$ cat config.mk
export PLATFORM = sky130hd
export DESIGN_NAME = result_uart_tx
export DESIGN_NICKNAME = d
export VERILOG_FILES = /design/src/rtl/result_uart_tx.sv
export SDC_FILE = /design/constraint.sdc
export NUM_CORES = 1
export LEC_CHECK = 0
export ABC_AREA = 1
export BUFFER_PORTS_ARGS = -buffer_cell sky130_fd_sc_hd__buf_2
export CORE_MARGIN = 4
export CORE_UTILIZATION = 50
export DETAILED_ROUTE_END_ITERATION = 12
export PLACE_DENSITY_LB_ADDON = 0.08
export SYNTH_ARGS = -nofsm -noshare
export SYNTH_HDL_FRONTEND = slang
export SYNTH_SLANG_ARGS = --single-unit
$ cat constraint.sdc
create_clock -name clk -period 2.8 [get_ports clk]
set_input_delay 0.42 -clock clk [delete_from_list [all_inputs] [get_ports clk]]
set_output_delay 0.42 -clock clk [all_outputs]
set_load 0.05 [all_outputs]
$ cat src/rtl/result_uart_tx.sv
// result_uart_tx: 16-bit result serializer onto a UART line, high byte first.
//
// Each byte is sent as start bit, 8 data bits LSB first, optional even-parity
// bit, stop bit. Both bytes of a word go back-to-back; consecutive words are
// separated by one idle-high cycle when valid is held.
//
// Optional feature macro: RESULT_UART_PARITY_EN (adds an even-parity bit
// between data bit 7 and the stop bit).
//
// Ports:
//   clk        system clock, rising edge
//   rst_n      asynchronous active-low reset
//   ena        block enable; 0 freezes all state
//   data_in    16-bit word to transmit
//   valid_in   data_in is valid
//   ready_out  block can accept a word (idle only)
//   tx         UART serial output, idle high
//   busy       frame in progress (~ready_out)
module result_uart_tx #(
    parameter int unsigned CLKS_PER_BIT = 434,
    parameter int unsigned CNT_W        = 16
) (
    input  logic        clk,
    input  logic        rst_n,
    input  logic        ena,
    input  logic [15:0] data_in,
    input  logic        valid_in,
    output logic        ready_out,
    output logic        tx,
    output logic        busy
);

    localparam logic [CNT_W-1:0] CNT_MAX = CNT_W'(CLKS_PER_BIT - 1);

`ifdef RESULT_UART_PARITY_EN
    typedef enum logic [2:0] {StIdle, StStart, StData, StParity, StStop} state_e;
`else
    typedef enum logic [2:0] {StIdle, StStart, StData, StStop} state_e;
`endif

    state_e           state;
    logic [CNT_W-1:0] bit_cnt;
    logic [2:0]       bit_idx;
    logic [7:0]       shift_reg;
    logic [7:0]       hold_lo;   // low byte, sent after the high byte
    logic             byte_sel;  // 0: high byte in flight, 1: low byte
`ifdef RESULT_UART_PARITY_EN
    logic             parity;    // even parity of the byte in flight
`endif

    assign busy = ~ready_out;

    always_ff @(posedge clk or negedge rst_n) begin
        if (!rst_n) begin
            state     <= StIdle;
            bit_cnt   <= '0;
            bit_idx   <= '0;
            shift_reg <= '0;
            hold_lo   <= '0;
            byte_sel  <= 1'b0;
            tx        <= 1'b1;
            ready_out <= 1'b1;
`ifdef RESULT_UART_PARITY_EN
            parity    <= 1'b0;
`endif
        end else if (ena) begin
            if (state == StIdle) begin
                tx <= 1'b1;
                if (valid_in) begin
                    // The high byte goes straight into the shifter; only the
                    // low byte needs holding.
                    state     <= StStart;
                    tx        <= 1'b0;
                    ready_out <= 1'b0;
                    byte_sel  <= 1'b0;
                    bit_cnt   <= '0;
                    bit_idx   <= '0;
                    shift_reg <= data_in[15:8];
                    hold_lo   <= data_in[7:0];
`ifdef RESULT_UART_PARITY_EN
                    parity    <= ^data_in[15:8];
`endif
                end
            end else if (bit_cnt != CNT_MAX) begin
                bit_cnt <= bit_cnt + CNT_W'(1);
            end else begin
                // Bit boundary: tx is loaded with the next bit's level so it
                // changes exactly on the boundary edge.
                bit_cnt <= '0;
                case (state)
                    StStart: begin
                        state <= StData;
                        tx    <= shift_reg[0];
                    end
                    StData: begin
                        if (bit_idx == 3'd7) begin
`ifdef RESULT_UART_PARITY_EN
                            state <= StParity;
                            tx    <= parity;
`else
                            state <= StStop;
                            tx    <= 1'b1;
`endif
                        end else begin
                            bit_idx   <= bit_idx + 3'd1;
                            tx        <= shift_reg[1];
                            shift_reg <= {1'b0, shift_reg[7:1]};
                        end
                    end
`ifdef RESULT_UART_PARITY_EN
                    StParity: begin
                        state <= StStop;
                        tx    <= 1'b1;
                    end
`endif
                    StStop: begin
                        if (!byte_sel) begin
                            state     <= StStart;
                            tx        <= 1'b0;
                            byte_sel  <= 1'b1;
                            bit_idx   <= '0;
                            shift_reg <= hold_lo;
`ifdef RESULT_UART_PARITY_EN
                            parity    <= ^hold_lo;
`endif
                        end else begin
                            state     <= StIdle;
                            tx        <= 1'b1;
                            ready_out <= 1'b1;
                        end
                    end
                    default: begin
                        state     <= StIdle;
                        tx        <= 1'b1;
                        ready_out <= 1'b1;
                    end
                endcase
            end
        end
    end

endmodule

==> flow_summary.ini, run 1 <==
[setup_path]
crit_top_cell = nand2_1
path_class = register to register
start_kind = register
crit_buf_inv = 2
cp_top_family = simple AND/OR/NAND/NOR gates
worst_ep_required_time_ns = 2.99
rr_startpoint = state[0]
worstReg2RegEnd = bit_idx[1]
crit_arrival_ns = 2.37
r2r_slack_ns = 0.62
worst-path-max-fanout = 15
slowest_delay_ns = 0.42
cpMaxStageDelayCell = dfrtp_1
endpoint_kind = register
worstPathCellList = inv_1 > ha_1 > inv_4 > nand2_4 > nor2_1 > a21oi_2 > nand4_1 > nand2_1 > nand2_1
rr_worst_depth = 9

[global_routing]
gr-usage-all-layers_pct = 18.3
antenna_found_initial = 0
grt_first_pass_wirelength_mm = 7.91
grt_overflow_total = 0
grt_max_degree = 41
grt_pass1_vias = 1690

[routing]
drt_wl_total_mm = 4.81
ant_nets = 0
avgViaCountPerCell = 5.28
met2_length_mm = 2.08
dr_wl_met3_um = 270
first_pass_iters = 4
wl_per_cell_um = 13.3
drtIter0Drc = 102
wl_met1_mm = 2.40
vias = 1905
dr.max_layer_used = met4
drc = 0

[place]
place.gp.congestion = 0.771
hpwl_mm = 3.45
dpl_cell_area_sq_um = 2410
io_buffers = 22

[clock_tree]
cts_max_level = 2
post-cts-setup-buffers = 0
path_clk_slew_ns = 0.08
cts_buffers = 5
cts_hold_buf = 0
clk_latency_ns = 0.29
cts.repair.resized = 0
clockRootBuffer = clkbuf_8
cts_sinks = 40
cts_tree = yes
cts.path.max_buffers = 2

[timing]
post-route-period-util_pct = 77.9
fin_skew_ns = 0.00884
fin_crit_ns = 2.18
worst_slew_pin_slew_ns = 0.890
setup_tns_ns = 0
slew_headroom_pct = 40.7
setup_violations = 0
hold_viol = 0
drv_slew = 0
fmax_ghz = 0.459
rsz0062_at_grt = no

[die]
die_y_um = 75.5
dieArea_sq_um = 5700
core_sq_um = 4380
rows = 24
ioPinCount = 23
initial_core_util_pct = 52.0
fp.dieW_um = 75.5

[power]
power_density_nw_per_um2 = 913
peakVddDrop_uv = 427
leakage_nw = 1.23

[cells_and_area]
stdcell_area_sq_um = 2500
largest_register_ffs = 16
area_growth_pct = 9.88
regArea_sq_um = 1000
fin_nets = 336
n_fill_cell = 415
antenna_cells = 0
final_layout_size_suffix_gt1_share_pct = 17.2
multi_input_area_sq_um = 1130

[worst_hold_path]
min_path_type = input port to async pin

[job]
cap_violations = 0

[yosys]
ys_ff_latch = 40
synth_cells = 285
synth.largest_area_cell = dfrtp_1
ys_warn_count = 0
ys_types = 32
synth.avg_cell_area_sq_um = 8.00
synth_nets = 313
synthTopCellsByArea = dfrtp_1 (42%), nand2_1 (12%), nor2_1 (8.4%), ha_1 (4.4%), nand4_1 (3.8%)
ys_seq_area_share_pct = 44.0
netlist.area_leader.share_pct = 41.7
syn_area_sq_um = 2280

[run_status]
outcome = finished, final reports clean
[where the power goes]
part / total, mW / switching (mW) / internal (mW)
registers: 0.902 / 0.123 / 0.779
clock network: 0.400 / 0.199 / 0.201
logic: 0.985 / 0.645 / 0.340
total: 2.29 / 0.967 / 1.32
[worst max-delay path by stage]
stage,cells past startpoint,endpoint,from,slack [ns]
after floorplan,6,hold_lo[0],state[0],1.12
after global placement,9,bit_idx[0],state[0],0.72
after detailed placement,9,bit_idx[1],state[0],0.63
after CTS,9,shift_reg[5],state[0],0.59
after global routing,9,bit_idx[1],state[0],0.38
final,9,bit_idx[1],state[0],0.62
[layer usage]
layer | global-route usage (%) | up-vias
met1 | 27.0 | 878
met2 | 26.3 | 42
li1 | - | 978
met3 | 4.22 | 7
met4 | 6.41 | 0
met5 | 0 | -
[synth_stat cells, drive strengths merged]
cell type and n:
a21boi 1, nor3b 1, ha 8, buf 7, clkinv 1, nand4 14, or2 2, nand3b 1
o21bai 1, nor2 51, o31ai 2, nand2 78, xor2 4, dfrtp 38, nor3 5, a21oi 7
o211ai 1, o22ai 8, nand3 12, dfstp 2, o21ai 9, mux2 7, inv 24, mux2i 1
[cells by family after synthesis]
family | after synthesis | share of synthesized area, %
adders and majority gates | 8 | 4.39
DFF | 40 | 44.0
muxes | 8 | 3.90
xor gates and xnor gates | 4 | 1.54
and+or+nand+nor | 164 | 31.8
buffers and inverters | 32 | 6.31
AOI/OAI and AO/OA | 29 | 8.01
[placed cells by master (no fill, tap or decap), drive strengths merged]
| master | Yosys | routed |
|---|---|---|
| clkbuf | 0 | 8 |
| nand3b | 1 | 1 |
| dfstp | 2 | 2 |
| xor2 | 4 | 4 |
| nand4 | 14 | 14 |
| nor2 | 51 | 51 |
| o21bai | 1 | 1 |
| nand3 | 12 | 12 |
| o211ai | 1 | 1 |
| mux2 | 7 | 7 |
| o31ai | 2 | 2 |
| o22ai | 8 | 8 |
| a21oi | 7 | 7 |
| clkinv | 1 | 1 |
| mux2i | 1 | 1 |
| buf | 7 | 23 |
| a21boi | 1 | 1 |
| o21ai | 9 | 9 |
| nor3b | 1 | 1 |
| dfrtp | 38 | 38 |
| or2 | 2 | 2 |
| inv | 24 | 24 |
| ha | 8 | 8 |
| nor3 | 5 | 5 |
| nand2 | 78 | 78 |
[final cells by class]
class / count / area share (%)
Multi-Input combinational cell: 213 / 45.2
Sequential cell: 40 / 40.1
Inverter: 25 / 3.85
Clock buffer: 8 / 3.60
Timing Repair Buffer: 23 / 4.70
Tap cell: 52 / 2.60
[stage by stage]
step                setup slack (ns)  util (%)  cells  hold slack, ns  power, mW
floorplan                       1.12         -    285           0.124       1.71
finish                         0.619      57.1    361           0.247       2.29
global placement               0.718      55.1    353           0.468       1.88
global route                   0.379      57.1    361           0.318       2.48
detailed placement             0.627      55.1    353           0.469       1.89
CTS                            0.592      57.1    361           0.281       2.31
No activity file was read; power rests on OpenSTA's default activity.
==> run 2: changes to the inputs <==
Settings changed: ABC_AREA 1 to 0.
Clock period 2.8 ns to 1.93 ns, I/O delays scaled along.
==> run 2 against run 1 <==
  * Critical path type unchanged
  * The flow now finishes with violations (negative setup slack)
  * Die area shrank 1.0%
  * First-iteration DRC count grew 38%
  * Sequential share of layout area shrank 5.4 points
  * Highest routed layer unchanged
  * Sequential cell count is the same
  * Design area grew 16%
==> flow_summary.ini, run 2 <==
[place]
dpl_cell_area_sq_um = 2630
hpwl_mm = 4.05
io_buffers = 22
place.gp.congestion = 1.01
post-place-ws_ns = -0.0502
placed_cells = 310

[routing]
ant_nets = 0
drt_wl_total_mm = 5.72
vias = 1919
wl_per_cell_um = 17.6
first_pass_iters = 5
drtIter0Drc = 141
avgViaCountPerCell = 5.92
drc = 0

[yosys]
ys_seq_area_share_pct = 44.5
netlist.area_leader.share_pct = 42.2
ys_warn_count = 0
syn_area_sq_um = 2250
synth_cells = 218
synth_most_common_cell = dfrtp_1
synthTopCellsByCount = dfrtp_1 (38), nand2_1 (22), o21ai_0 (13)
synth.largest_area_cell = dfrtp_1
ys.flop_type = dfrtp_1
synth_edf_count = 0
synth_nets = 246
synthTopCellsByArea = dfrtp_1 (42%), mux2_1 (5.5%), mux2_2 (5.0%), ha_1 (4.4%), nand2_1 (3.7%)
ys_ff_latch = 40
ys_types = 44
synth.avg_cell_area_sq_um = 10.3
async_reset_ff_share_pct = 100

[job]
cap_violations = 0

[setup_path]
cp_top_family = flip-flops
worstPathCellList = buf_4 > ha_1 > a22oi_2 > o22ai_2 > nor3_4 > buf_6 > mux2_4
crit_arrival_ns = 2.18
cpMaxStageDelayCell = dfrtp_1
slowest_delay_ns = 0.43
start_kind = register
endpoint_kind = register
worst-path-max-fanout = 6
path_class = register to register
crit_buf_inv = 2
worst_ep_required_time_ns = 2.11

[cells_and_area]
largest_register_ffs = 16
fin_cells = 324
final_util_pct = 66.5
final_common_cell = dfrtp_1
stdcell_area_sq_um = 2900
n_fill_cell = 342
final_layout_size_suffix_gt1_share_pct = 38.2
layout_common_cells = dfrtp_1 (38), buf_4 (31), nand2_1 (22), buf_2 (22), o21ai_0 (13)
fin_nets = 299
antenna_cells = 0
area_growth_pct = 28.5

[timing]
post-route-period-util_pct = 104
slew_headroom_pct = 67.3
worst_slew_pin_slew_ns = 0.490
drv_slew = 0
fin_ws_ns = -0.0727
fin_crit_ns = 2.00
fin_skew_ns = 0.00707
setup_violations = 11
rsz0062_at_grt = yes
hold_slack_ns = 0.225
hold_viol = 0
setup_tns_ns = -0.574
fmax_ghz = 0.499

[clock_tree]
cts.path.max_buffers = 2
path_clk_slew_ns = 0.09
cts_tree = yes
cts_max_level = 2
clk_latency_ns = 0.30
clockRootBuffer = clkbuf_8
cts_sinks = 40
cts_buffers = 5

[die]
rows = 24
fp.dieW_um = 75.1
core_sq_um = 4350
initial_core_util_pct = 51.8
ioPinCount = 23
dieArea_sq_um = 5640
die_y_um = 75.1

[global_routing]
top_usage_layer = met2
gr-usage-met3_pct = 4.14
use_met1_pct = 26.9
grtUsageMet2_pct = 38.1
antenna_found_initial = 0
gr-usage-all-layers_pct = 21.8
grt_pass1_vias = 1915
grt_overflow_total = 0
grt_max_degree = 22
grt_first_pass_wirelength_mm = 9.29

[worst_hold_path]
min_path_type = input port to register

[run_status]
violations = negative setup slack
outcome = finished with violations

[power]
peakVddDrop_uv = 477
power_density_nw_per_um2 = 751
leakage_nw = 1.29
finalPower_mw = 2.17
-- run 2: cell count changes after synthesis, sizes merged, moves of 7 or more --
cell | previous run | this run
nand4 | 14 | 4
nand2 | 78 | 22
mux2 | 7 | 21
nor2 | 51 | 7
a31oi | 0 | 11
inv | 24 | 6
o22ai | 8 | 1
mux2i | 1 | 8
-- run 2: routing by layer --
layer / vias to the layer above / part of all wire (%)
li1: 929 / -
met1: 939 / 40
met2: 43 / 55
met3: 8 / 3.6
met4: 0 / 1.3
met5: - / 0
-- run 2: path summary, 6_finish.rpt --
check                            from            to  slack (ns)  cells past startpoint
min in group asynchronous       rst_n    bit_cnt[0]        0.48                      2
hold / removal             data_in[5]    hold_lo[5]        0.22                      2
hold reg to reg            hold_lo[5]    hold_lo[5]        0.51                      1
max in group asynchronous       rst_n            tx        0.89                      3
setup / recovery             state[0]  shift_reg[5]       -0.07                      7
setup reg to reg             state[0]  shift_reg[5]       -0.07                      7
-- run 2: cells by family (layout without fill, tap and decap cells) --
family / Yosys count / after routing / synth area share [%]
mux: 29 / 29 / 14.0
compound gates: 56 / 56 / 16.6
buf+inv: 18 / 72 / 3.44
flops: 40 / 40 / 44.5
simple gates: 67 / 67 / 16.9
fa+ha+maj: 8 / 8 / 4.44
-- run 2: where the power goes --
| group | switching (mW) | leakage (nW) | internal (mW) |
|---|---|---|---|
| sequential | 0.0671 | 0.509 | 0.910 |
| combinational | 0.248 | 0.730 | 0.235 |
| clock | 0.324 | 0.0548 | 0.390 |
| total | 0.639 | 1.29 | 1.53 |
-- run 2: cell type report --
| type | instances | area (sq um) | area share, % |
|---|---|---|---|
| clock buffers | 5 | 68.8 | 2.38 |
| clock inverters | 3 | 46.3 | 1.60 |
| repair buffers | 58 | 415 | 14.3 |
| flip-flops and latches | 40 | 1000 | 34.7 |
| multi-input cells | 160 | 1270 | 44.0 |
| inverters | 6 | 22.5 | 0.778 |
| well taps | 52 | 65.1 | 2.25 |
-- run 2: what timing repair did --
item,in CTS,in global routing
setup endpoints to repair,11,16
gates resized for setup,6,22
hold endpoints to repair,19,0
setup buffers,2,2
gates cloned,1,0
hold buffers,1,0
pin swaps,1,4
-- run 2: worst reg2reg max path: cells and delay by family, from the launching register on --
kind	cells	cell delay, ns
compound gates	2	0.32
fa+ha+maj	1	0.22
buf+inv	2	0.34
flops	1	0.43
mux	1	0.32
simple gates	1	0.26
==> run 3: changes to the inputs <==
Settings changed: RECOVER_POWER set to 50.
==> run 3 against run 2 <==
  * The run still ends with negative setup slack left
  * Sequential power barely moved
  * First-iteration DRC count fell by 13%
  * Power fell by 0.15%
  * Fmax fell by 0.34%
  * Count of clock-buffer cells in the layout did not move
  * Clock skew barely moved
  * Combinational power barely moved
  * Sequential share of layout area rose by 0.17 points
==> flow_summary.ini, run 3 (synthesized netlist as in run 2, its figures left out) <==
[die]
die_y_um = 75.1
initial_core_util_pct = 51.8
fp.dieW_um = 75.1
rows = 24
dieArea_sq_um = 5640
ioPinCount = 23
core_sq_um = 4350

[cells_and_area]
fin_cells = 324
final_common_cell = dfrtp_1
area_growth_pct = 27.9
layout_common_cells = dfrtp_1 (38), buf_4 (31), nand2_1 (22)
stdcell_area_sq_um = 2880
largest_register_ffs = 16
final_layout_size_suffix_gt1_share_pct = 37.9
antenna_cells = 0
fin_nets = 299

[timing]
worst_slew_pin_slew_ns = 1.10
hold_viol = 0
setup_violations = 11
fin_crit_ns = 2.01
hold_slack_ns = 0.224
rsz0062_at_grt = yes
fin_skew_ns = 0.00670
fmax_ghz = 0.498
fin_ws_ns = -0.0794
post-route-period-util_pct = 104
drv_slew = 0
slew_headroom_pct = 26.7

[setup_path]
rr_startpoint = state[0]
crit_start = state[0]
worstPathCellList = buf_4 > ha_1 > a22oi_2 > o22ai_2 > nor3_4 > buf_6 > mux2_4
slowest_delay_ns = 0.43
path_class = register to register
cpMaxStageDelayCell = dfrtp_1
worst-path-max-fanout = 6
endpoint_kind = register
worst_ep_required_time_ns = 2.11
cp_top_family = flip-flops
crit_arrival_ns = 2.19
crit_buf_inv = 2
start_kind = register

[routing]
drt_wl_total_mm = 5.73
ant_nets = 0
avgViaCountPerCell = 5.96
drtIter0Drc = 123
vias = 1931
wl_per_cell_um = 17.7
drc = 0
first_pass_iters = 4

[global_routing]
grt_max_degree = 22
gr-usage-met3_pct = 4.14
use_met1_pct = 26.9
grt_first_pass_wirelength_mm = 9.29
grt_overflow_total = 0
grtUsageMet2_pct = 38.1
antenna_found_initial = 0
top_usage_layer = met2
gr-usage-all-layers_pct = 21.8
grt_pass1_vias = 1915

[power]
p_seq_share_pct = 45.0
swShare_pct = 29.4
peakVddDrop_uv = 477
finalPower_mw = 2.17
power_density_nw_per_um2 = 753
leakage_nw = 1.29
clockPowerShare_pct = 32.9
internal_power_mw = 1.53
netSwitchingPower_mw = 0.639
p_comb_share_pct = 22.1

[worst_hold_path]
min_path_type = input port to register
min_from = data_in[5]

[clock_tree]
cts_max_level = 2
clk_latency_ns = 0.30
path_clk_slew_ns = 0.09
cts.path.max_buffers = 2
cts_sinks = 40
cts_buffers = 5
clockRootBuffer = clkbuf_8
cts_tree = yes

[job]
cap_violations = 0

[place]
hpwl_mm = 4.05
io_buffers = 22
placed_cells = 310
place.gp.congestion = 1.01
dpl_cell_area_sq_um = 2630

[run_status]
outcome = finished with violations
violations = negative setup slack
[run 3: final cells by class]
type | count | area, sq um
multi-input combinational | 160 | 1270
inverter | 6 | 22.5
clock inverter | 3 | 46.3
fill | 345 | 1470
tap | 52 | 65.1
timing repair buffer | 58 | 402
clock buffer | 5 | 68.8
sequential | 40 | 1000
[run 3: final timing paths]
kind | endpoint | slack [ns] | depth (start not counted)
min in group asynchronous | bit_cnt[0] | 0.71 | 2
min | hold_lo[5] | 0.22 | 2
max | shift_reg[5] | -0.08 | 7
min reg2reg | hold_lo[5] | 0.51 | 1
max reg2reg | shift_reg[5] | -0.08 | 7
max in group asynchronous | tx | 0.19 | 3
[run 3: power groups by stage]
stage	Sequential, mW	Combinational, mW	Clock (mW)
global route	0.986	0.532	0.763
detailed placement	0.993	0.438	0
finish	0.977	0.480	0.713
CTS	0.976	0.452	0.730
global placement	0.992	0.426	0
floorplan	1.00	0.222	0
[run 3: repair_timing]
action | 4_1_cts | 5_1_grt
setup buffers | 2 | 2
setup endpoints to repair | 11 | 16
hold buffers | 1 | 0
resized for setup | 6 | 22
hold endpoints to repair | 19 | 0
gates cloned | 1 | 0
pin swaps | 1 | 4
[run 3: worst reg2reg max path: cells and delay by family (launching register included)]
kind / cells / cell delay (ns)
buffers and inverters: 2 / 0.34
muxes: 1 / 0.32
AOI/OAI and AO/OA: 2 / 0.32
adders and majority gates: 1 / 0.22
DFF: 1 / 0.43
and+or+nand+nor: 1 / 0.26
[run 3: layer usage]
layer / up-vias / wire (um)
met5: - / 0
met4: 0 / 75
met3: 8 / 145
met2: 34 / 3180
met1: 958 / 2330
li1: 931 / -
[run 3: through the flow]
stage	util [%]	setup WS, ns	TNS (ns)
after floorplan	-	0.0594	0
after global placement	60.4	0.0612	0
after detailed placement	60.4	-0.0502	-0.361
after CTS	64.4	0.0127	0
after global routing	66.2	-0.147	-1.87
final	66.2	-0.0794	-0.651
